$ cat config.mk
export PLATFORM = sky130hd
export DESIGN_NAME = upsp_ac_bridge
export DESIGN_NICKNAME = d
export VERILOG_FILES = /design/src/rtl/upsp_ac_bridge.sv
export SDC_FILE = /design/constraint.sdc
export NUM_CORES = 1
export LEC_CHECK = 0
export BUFFER_PORTS_ARGS = -buffer_cell sky130_fd_sc_hd__buf_2
export CORE_UTILIZATION = 55
export CTS_BUF_LIST = sky130_fd_sc_hd__clkbuf_4 sky130_fd_sc_hd__clkbuf_8
export CTS_CLUSTER_SIZE = 12
export DETAILED_ROUTE_END_ITERATION = 8
export PLACE_DENSITY = 0.79
export SYNTH_ARGS = -nofsm -noshare
export SYNTH_HDL_FRONTEND = slang
export SYNTH_SLANG_ARGS = --single-unit
$ cat constraint.sdc
create_clock -name clk -period 4.46 [get_ports clk]
set_input_delay 0.892 -clock clk [delete_from_list [all_inputs] [get_ports clk]]
set_output_delay 0.892 -clock clk [all_outputs]
set_load 0.005 [all_outputs]
$ cat src/rtl/upsp_ac_bridge.sv
// Upsampler-side access-control endpoint: fetches the source frame into an input FIFO,
// feeds the core over valid/ready, and writes core results back through an output FIFO.

// First-word-fall-through FIFO; simultaneous push/pop is legal when full.
module upsp_ac_fifo #(
   parameter int W     = 32,
   parameter int DEPTH = 8
) (
   input  logic                       clk,
   input  logic                       rst_n,
   input  logic                       i_clr,
   input  logic                       i_push,
   input  logic [W-1:0]               i_dat,
   input  logic                       i_pop,
   output logic [W-1:0]               o_dat,
   output logic [$clog2(DEPTH+1)-1:0] o_cnt
);
   localparam int AW = $clog2(DEPTH);
   localparam int CW = $clog2(DEPTH+1);

   logic [W-1:0]  r_mem [DEPTH];
   logic [AW-1:0] r_wp;
   logic [AW-1:0] r_rp;
   logic [CW-1:0] r_cnt;
   logic          w_empty;
   logic          w_full;
   logic          w_pop;
   logic          w_push;

   assign w_empty = (r_cnt == '0);
   assign w_full  = (r_cnt == CW'(DEPTH));
   assign w_pop   = i_pop && !w_empty;
   assign w_push  = i_push && (!w_full || w_pop);
   assign o_dat   = r_mem[r_rp];
   assign o_cnt   = r_cnt;

   always_ff @(posedge clk or negedge rst_n) begin
      if (!rst_n) begin
         r_wp  <= '0;
         r_rp  <= '0;
         r_cnt <= '0;
      end else if (i_clr) begin
         r_wp  <= '0;
         r_rp  <= '0;
         r_cnt <= '0;
      end else begin
         // pointers wrap naturally because DEPTH is a power of two
         if (w_push) r_wp <= r_wp + AW'(1);
         if (w_pop)  r_rp <= r_rp + AW'(1);
         r_cnt <= r_cnt + CW'(w_push) - CW'(w_pop);
      end
   end

   always_ff @(posedge clk) begin
      if (w_push && !i_clr) r_mem[r_wp] <= i_dat;
   end
endmodule

module upsp_ac_bridge #(
   parameter int CRF_DATA_WIDTH  = 32,
   parameter int UPSP_DATA_WIDTH = 32,
   parameter int SRC_W           = 960,
   parameter int SRC_H           = 540,
   parameter int SCALE           = 4,
   parameter int FIFO_DEPTH      = 8
) (
   input  logic                       clk,
   input  logic                       rst_n,
   input  logic [CRF_DATA_WIDTH-1:0]  UPSTR,
   input  logic [CRF_DATA_WIDTH-1:0]  UPENDR,
   output logic                       upsp_ac_rd,
   input  logic                       ac_upsp_rvalid,
   input  logic [UPSP_DATA_WIDTH-1:0] ac_upsp_rdata,
   input  logic                       ac_upsp_wready,
   output logic                       upsp_ac_wrt,
   output logic [UPSP_DATA_WIDTH-1:0] upsp_ac_wdata,
   output logic                       core_in_valid,
   input  logic                       core_in_ready,
   output logic [UPSP_DATA_WIDTH-1:0] core_in_data,
   input  logic                       core_out_valid,
   output logic                       core_out_ready,
   input  logic [UPSP_DATA_WIDTH-1:0] core_out_data,
   output logic                       busy,
   output logic                       done,
   output logic                       proto_err
);
   localparam int N_IN  = SRC_W * SRC_H;
   localparam int N_OUT = N_IN * SCALE * SCALE;
   localparam int IW    = $clog2(N_IN + 1);
   localparam int OW    = $clog2(N_OUT + 1);
   localparam int CW    = $clog2(FIFO_DEPTH + 1);
   localparam int CW1   = CW + 1;

   typedef enum logic [1:0] {ST_IDLE, ST_RUN, ST_DRAIN} state_t;

   state_t        r_state;
   logic          r_st_q;
   logic [IW-1:0] r_rd_cnt;
   logic [OW-1:0] r_wr_cnt;
   logic [CW-1:0] r_outst;
   logic          r_proto_err;

   logic          w_start;
   logic          w_active;
   logic          w_abort;
   logic          w_clr;
   logic          w_rv_ok;
   logic          w_rv_spur;
   logic          w_in_pop;
   logic          w_out_push;
   logic          w_wr_xfer;
   logic [CW-1:0] w_in_cnt;
   logic [CW-1:0] w_out_cnt;
   logic          w_unused;

   assign w_unused = ^{UPSTR[CRF_DATA_WIDTH-1:1], UPENDR[CRF_DATA_WIDTH-1:1]};

   assign w_start  = UPSTR[0] && !r_st_q;
   assign w_active = (r_state != ST_IDLE);
   assign w_abort  = w_active && UPENDR[0];
   assign w_clr    = w_abort || ((r_state == ST_IDLE) && w_start);

   // credit rule: buffered plus in-flight words never exceed the input FIFO depth
   assign upsp_ac_rd = (r_state == ST_RUN) && !UPENDR[0] && (r_rd_cnt < IW'(N_IN)) &&
                       (({1'b0, w_in_cnt} + {1'b0, r_outst}) < CW1'(FIFO_DEPTH));

   assign w_rv_ok   = w_active && ac_upsp_rvalid && (r_outst != '0);
   assign w_rv_spur = w_active && ac_upsp_rvalid && (r_outst == '0);

   assign core_in_valid  = (w_in_cnt != '0);
   assign w_in_pop       = core_in_valid && core_in_ready;
   assign core_out_ready = (w_out_cnt != CW'(FIFO_DEPTH));
   assign w_out_push     = w_active && core_out_valid && core_out_ready;

   assign upsp_ac_wrt = w_active && (w_out_cnt != '0);
   assign w_wr_xfer   = upsp_ac_wrt && ac_upsp_wready;
   assign done        = (r_state == ST_DRAIN) && w_wr_xfer && !w_abort &&
                        (r_wr_cnt >= OW'(N_OUT - 1));

   assign busy      = w_active;
   assign proto_err = r_proto_err;

   upsp_ac_fifo #(.W(UPSP_DATA_WIDTH), .DEPTH(FIFO_DEPTH)) u_in_fifo (
      .clk    (clk),
      .rst_n  (rst_n),
      .i_clr  (w_clr),
      .i_push (w_rv_ok),
      .i_dat  (ac_upsp_rdata),
      .i_pop  (w_in_pop),
      .o_dat  (core_in_data),
      .o_cnt  (w_in_cnt)
   );

   upsp_ac_fifo #(.W(UPSP_DATA_WIDTH), .DEPTH(FIFO_DEPTH)) u_out_fifo (
      .clk    (clk),
      .rst_n  (rst_n),
      .i_clr  (w_clr),
      .i_push (w_out_push),
      .i_dat  (core_out_data),
      .i_pop  (w_wr_xfer),
      .o_dat  (upsp_ac_wdata),
      .o_cnt  (w_out_cnt)
   );

   always_ff @(posedge clk or negedge rst_n) begin
      if (!rst_n) begin
         r_state     <= ST_IDLE;
         r_st_q      <= 1'b1;   // a start level held through reset must not look like an edge
         r_rd_cnt    <= '0;
         r_wr_cnt    <= '0;
         r_outst     <= '0;
         r_proto_err <= 1'b0;
      end else begin
         r_st_q <= UPSTR[0];
         if (w_rv_spur) r_proto_err <= 1'b1;
         case (r_state)
            ST_IDLE: begin
               if (w_start) begin
                  r_state     <= ST_RUN;
                  r_rd_cnt    <= '0;
                  r_wr_cnt    <= '0;
                  r_outst     <= '0;
                  r_proto_err <= 1'b0;
               end
            end
            default: begin
               if (w_abort) begin
                  r_state <= ST_IDLE;
                  r_outst <= '0;
               end else begin
                  if (upsp_ac_rd) r_rd_cnt <= r_rd_cnt + IW'(1);
                  r_outst <= r_outst + CW'(upsp_ac_rd) - CW'(w_rv_ok);
                  if (w_wr_xfer && (r_wr_cnt != OW'(N_OUT))) r_wr_cnt <= r_wr_cnt + OW'(1);
                  if ((r_state == ST_RUN) && (r_rd_cnt == IW'(N_IN)) && (r_outst == '0))
                     r_state <= ST_DRAIN;
                  if (done) r_state <= ST_IDLE;
               end
            end
         endcase
      end
   end
endmodule

# --- Word-level counts from Yosys, hierarchy flattened ---
# Memories as Yosys holds them, arrays and structs flattened.
# Index checks and enable logic that the tools add are counted.
totals:
  n_memories: 2
  mem_bits_rw: 512
  inputBits: 134
  wordCells: 127
  mem_bits_ro: 0
  register_bits: 70
  latch_bits: 0
  out_inout_bits: 71
classes:
  eq_ne: 9
  muxes: 33
  n_div: 0
  n_addsub: 13
  shift: 0
  bitwise: 0
  n_reduce_logical: 55
  n_mul: 0
  n_lt_le_gt_ge: 3
mem_list:
  columns: ["name", "words", "width", "rd", "rd_clocked_by_memory_dff", "wr", "line", "source"]
  rows:
  - ["u_in_fifo.r_mem", 8, 32, 1, 0, 1, "21", "logic [W-1:0] r_mem [DEPTH];"]
  - ["u_out_fifo.r_mem", 8, 32, 1, 0, 1, "21", null]
op_table:
  columns: ["cell", "count"]
  rows:
  - ["23-bit 2-to-1 mux", 4]
  - ["19-bit 2-to-1 mux", 4]
  - ["1-bit logical AND", 26]
  - ["3-bit 2-to-1 mux", 8]
  - ["23-bit by 1-bit adder with 23-bit output, second input constant", 1]
  - ["23-bit greater-or-equal comparator, second input constant", 1]
  - ["23-bit inequality test, second input constant", 1]
  - ["4-bit 2-to-1 mux", 5]
  - ["19-bit by 1-bit adder with 19-bit output, second input constant", 1]
  - ["19-bit == test, second input constant", 1]
  - ["19-bit less-than comparator, second input constant", 1]
  - ["4-bit nonzero test", 4]
  - ["2-bit nonzero test", 7]
  - ["3-bit by 1-bit adder with 3-bit output, second input constant", 4]
  - ["4-bit by 1-bit adder with 4-bit output", 3]
  - ["4-bit zero test", 3]
  - ["4-bit by 1-bit subtractor with 4-bit output", 3]
  - ["2-bit 2-to-1 mux", 5]
  - ["4-bit == test, second input constant", 2]
  - ["1-bit zero test", 8]
  - ["1-bit 2-to-1 mux", 7]
  - ["3-bit AND reduction", 2]
  - ["4-bit by 4-bit adder with 5-bit output", 1]
  - ["5-bit by 4-bit less-than comparator with 1-bit output, second input constant", 1]
  - ["8 further kinds", 10]

# --- Depth between registers and ports, before layout ---
logic_depth:
  ltp_word: 9
  ltp_mapped: 12
  ltp_nobuf: 12

# --- By module ---
# Synthesis repeated with hierarchy kept, for this count alone.
unflattened:
  cells_unflattened: 1246
  hier_area_um2: 24038.1
by_module_without_submodules:
  columns: ["mod", "seq_area_each_um2", "cells_per_inst", "area_per_inst_um2", "n_inst"]
  rows:
  - ["upsp_ac_fifo (u_in_fifo)", 7937.6, 463, 10536.4, 1]
  - ["upsp_ac_fifo (u_out_fifo)", 7937.6, 463, 10527.6, 1]
  - ["upsp_ac_bridge", 1252.5, 320, 2974.1, 1]

# --- Worst setup path after synthesis ---
# No wires, ideal clock.
synth_timing:
  path_type: "input -> register"
  from: "in ac_upsp_rvalid"
  to: "mem u_in_fifo.r_mem[1][0], enable pin"
  slack_ps: 119
  t_arrival_ps: 3880
  setup_ps: 461
  n_path_buf: 0
  required_ps: 3999
  path_stages: 4
  cell_sequence: "o21ai_0 -> a311oi_2 -> nand3_1 -> nor3_1"
synth_between:
  elab_chain_cells: 6
synth_lines:
  columns: ["element", "line", "source"]
  rows:
  - ["from (decl)", "72", "input logic ac_upsp_rvalid,"]
  - ["1-bit logical AND (2 in a row)", "127", "assign w_rv_ok = w_active && ac_upsp_rvalid && (r_outst != '0);"]
  - ["1-bit logical AND", "33", "assign w_push = i_push && (!w_full || w_pop);"]
  - ["1-bit logical AND", "55", "if (w_push && !i_clr) r_mem[r_wp] <= i_dat;"]
  - ["1-bit 2-to-1 mux", "55", null]
  - ["1-bit 2-to-1 mux (not written as such)", "55", null]
  - ["to (decl)", "21", null]
# No other way between the ends.

# --- Worst setup path in the final report ---
layout_timing:
  from: "reg u_in_fifo.r_rp[0]"
  to: "out core_in_data[11]"
layout_between:
  elab_chain_cells: 1
layout_lines:
  columns: ["element", "line", "source"]
  rows:
  - ["from (decl)", "23", "logic [AW-1:0] r_rp;"]
  - ["from (signal assigned)", "49", "if (w_pop) r_rp <= r_rp + AW'(1);"]
  - ["memory 8 x 32 bit", null, null]
  - ["to (decl)", "79", "output logic [UPSP_DATA_WIDTH-1:0] core_in_data,"]
# No other way between the ends.

==> results.md <==
* Family with the most delay on the worst path: flip-flops
* Min-Delay Path Class: input port to async pin
* Final min period at 3846 ps
* Die Ht at 208.3 um
* Worst setup SP type: flip-flop
* Yosys reg bits at 582
* Seq/Total Area, Yosys at 73.18%
* Area Growth Syn to Fin at 14.39%
* Mapped Nets at 1366
* Post-Place Setup Slack at 1026 ps
* Synth cell types at 59
* Crit-path max FO at 40
* DR DRC count at 0
* First-pass GRT wire length at 69360 um
* Endpoints failing hold at 0
* Number of global-route vias before repair at 12550
* Warning count from the yosys run at 0
* Unrepaired setup endpoints after global routing: no
* Initial core utilization at 55.79%
* Async SR Flop Fraction at 12.03%
* Yosys top cell by area: edfxtp_1
* Setup repair bufs after CTS at 0
* Worst-path clk slew at 60 ps
* Post-Place Cells at 1870
* Clock skew at 25.09 ps
* Tcrit/Tclk final at 86.24%
* Via-to-Cell Ratio at 5.845
* Worst hold slack at 280.7 ps
* Post-synth EDFFs at 512
* Initial antenna violation count at 2
* NetSw at 3.317 mW
* Hold-fix buffers, CTS at 0
* Sequential share of power at 48.8%
* Clock root cell: clkbuf_8
* Least-Margin Pin Slew at 889.8 ps
* CTS Sinks at 582
* Crit path kind: flip-flop to output port
* Core Area at 41950 sq um
* Final setup TNS at 0 ps
* Setup crit end kind: output port
* WP buf/inv at 2
* Num CTS Buffers at 91
* Status: complete, no violations
* Leak Pwr at 9.093 nW
* Syn Std Cell Area at 23400 sq um
* Fin cells at 2029
* Crit path DAT at 2950 ps
* CTS tree: built
* Worst Path Required at 3570 ps
* I/O pin cnt at 205
* All-Layer GR Usage at 21.19%
* Peak VDD IR at 323.5 uV
* Clk pwr share at 32.4%
* Slew margin rel. at 40.22%
* Synth Area per Inst at 19.49 sq um
* Max Freq at 0.2600 GHz
* Largest net degree at the start of global routing at 71
* Max Slew Vio Count at 0
* Ant. Diodes at 0
* Sw Share at 25.29%
* Maxcap violations at 0
* Gr ovfl total at 0
* Top cells by area, synth: edfxtp_1, mux4_2, dfrtp_1, mux2_2, ha_1
* Rows at 75
* Top cell type's share of synthesized area at 65.69%
* Largest stage delay on the critical path at 940 ps
* Worst setup margin at 613.9 ps
* H-tree levels at 3
* Via Count at 11860
* Routability cong. at 0.7782
* Die area at 43380 sq um
* Buffers added on ports at 142
* Dpl hpwl at 25940 um
* Drt total wl at 44550 um
* Antenna viol nets, final at 0
* CTS Buffer Depth at 3
* Initial drt markers at 799
* Count of final setup violators at 0
* Filler cell count at 2761
* Crit path cell chain: buf_4 -> mux4_2 -> mux2_2 -> buf_2
* Routed WL per cell at 21.96 um
* Layout cells sized above 1 at 36.11%
* Pwr dens at 489.9 nW/um^2
* Worst path slowest cell: dfrtp_4
* Clock Latency Late Sink at 640 ps
* Cts repair resizes at 0
* Drt first pass iters at 5
* Post-synthesis cell count at 1201
* Comb pwr share at 18.8%
* Fin nets at 1589
* Internal cell power at 9.798 mW
* Die X at 208.3 um
* Synth Flop Type: edfxtp_1
-- cell type report --
class / instances / area, sq um / share of cell area [%]
clock inverter: 42 / 276.5 / 1.033
sequential: 582 / 17140 / 64.02
timing repair buffer: 176 / 1041 / 3.889
inverter: 35 / 131.4 / 0.4907
tap: 539 / 674.4 / 2.519
multi-input combinational: 538 / 6062 / 22.64
clock buffer: 117 / 1448 / 5.408
-- registers in the layout, indices dropped and copies added (netlist names) --
| signal | count |
|---|---|
| r_wr_cnt | 23 |
| r_st_q | 1 |
| r_outst | 4 |
| u_in_fifo.r_rp | 3 |
| proto_err | 1 |
| u_in_fifo.o_cnt | 4 |
| r_rd_cnt | 19 |
| u_in_fifo.r_wp | 3 |
| u_out_fifo.r_wp | 3 |
| u_in_fifo.r_mem | 256 |
| u_out_fifo.r_rp | 3 |
| r_state | 2 |
| u_out_fifo.r_mem | 256 |
| u_out_fifo.o_cnt | 4 |
-- synth_stat cells, types with 17 or more instances --
master    number
edfxtp_1     512
mux4_2       128
dfrtp_1       69
mux2_2        64
nor2_1        58
inv_1         34
clkbuf_1      28
ha_1          28
nand2_1       27
nand3_1       25
a21oi_1       23
o21ai_0       20
xor2_1        17
-- power by group through the flow --
stage          registers [mW]  clock network [mW]  logic [mW]
6_report                 6.40                4.24        2.47
5_1_grt                  6.45                4.60        2.70
4_1_cts                  6.42                4.35        2.52
3_5_place_dp             6.53                   0        2.49
3_3_place_gp             6.52                   0        2.44
2_1_floorplan            6.26                   0        1.93
-- path summary, 6_finish.rpt --
check	slack [ps]	cells past startpoint	endpoint	from
worst max-delay path	610	4	core_in_data[11]	u_in_fifo.r_rp[0]$_DFFE_PN0P_
worst min-delay path	280	2	r_wr_cnt[9]$_DFFE_PN0P_	rst_n
worst max register to register	1360	7	u_out_fifo.r_mem[5][29]$_DFFE_PP_	r_state[1]$_DFFE_PN0P_
worst min register to register	520	2	r_rd_cnt[18]$_DFFE_PN0P_	r_rd_cnt[18]$_DFFE_PN0P_
max in group asynchronous	3850	2	r_st_q$_DFF_PN1_	rst_n
min in group clk	400	1	r_st_q$_DFF_PN1_	UPSTR[0]
-- cells in the final DEF (no fill, tap or decap), types with 12 or more instances in the layout --
| master | instances |
|---|---|
| edfxtp_1 | 512 |
| buf_2 | 142 |
| mux4_2 | 128 |
| clkbuf_8 | 91 |
| dfrtp_1 | 65 |
| mux2_2 | 64 |
| nor2_1 | 45 |
| inv_1 | 34 |
| ha_1 | 28 |
| buf_4 | 28 |
| nand2_1 | 27 |
| clkbuf_4 | 26 |
| nand3_1 | 25 |
| a21oi_1 | 23 |
| clkinv_1 | 22 |
| o21ai_0 | 20 |
| xor2_1 | 17 |
| xnor2_1 | 13 |
| nand4_1 | 12 |
| nor2_4 | 12 |
| clkinv_2 | 12 |
-- cell families after synthesis --
logic type,share of synthesized area (%)
flops,73.18
simple gates,4.657
mux,15.57
buf+inv,1.395
compound gates,2.320
fa+ha+maj,1.754
xor+xnor,1.123
-- worst register-to-register path: stages, from the launching register on --
cell	delay, ps
dfrtp_1	410
nor2_1	110
buf_4	210
inv_2	140
a21oi_1	600
nand3_1	430
nor2_4	620
buf_12	260
-- per-stage QoR --
step | utilization [%] | instance area, sq um | power (mW)
CTS | 63.82 | 26770 | 13.29
floorplan | - | 23400 | 8.188
detailed placement | 59.71 | 25050 | 9.022
finish | 63.82 | 26770 | 13.12
global placement | 59.71 | 25050 | 8.956
global route | 63.82 | 26770 | 13.74
-- layer usage --
| metal | global-route usage [%] | routed length, um | vias up |
|---|---|---|---|
| li1 | - | - | 5317 |
| met1 | 28.17 | 18270 | 6106 |
| met2 | 35.23 | 22560 | 365 |
| met3 | 4.634 | 2850 | 67 |
| met4 | 6.616 | 851 | 4 |
| met5 | 0 | 22 | - |
(Power assumes the default switching activity.)
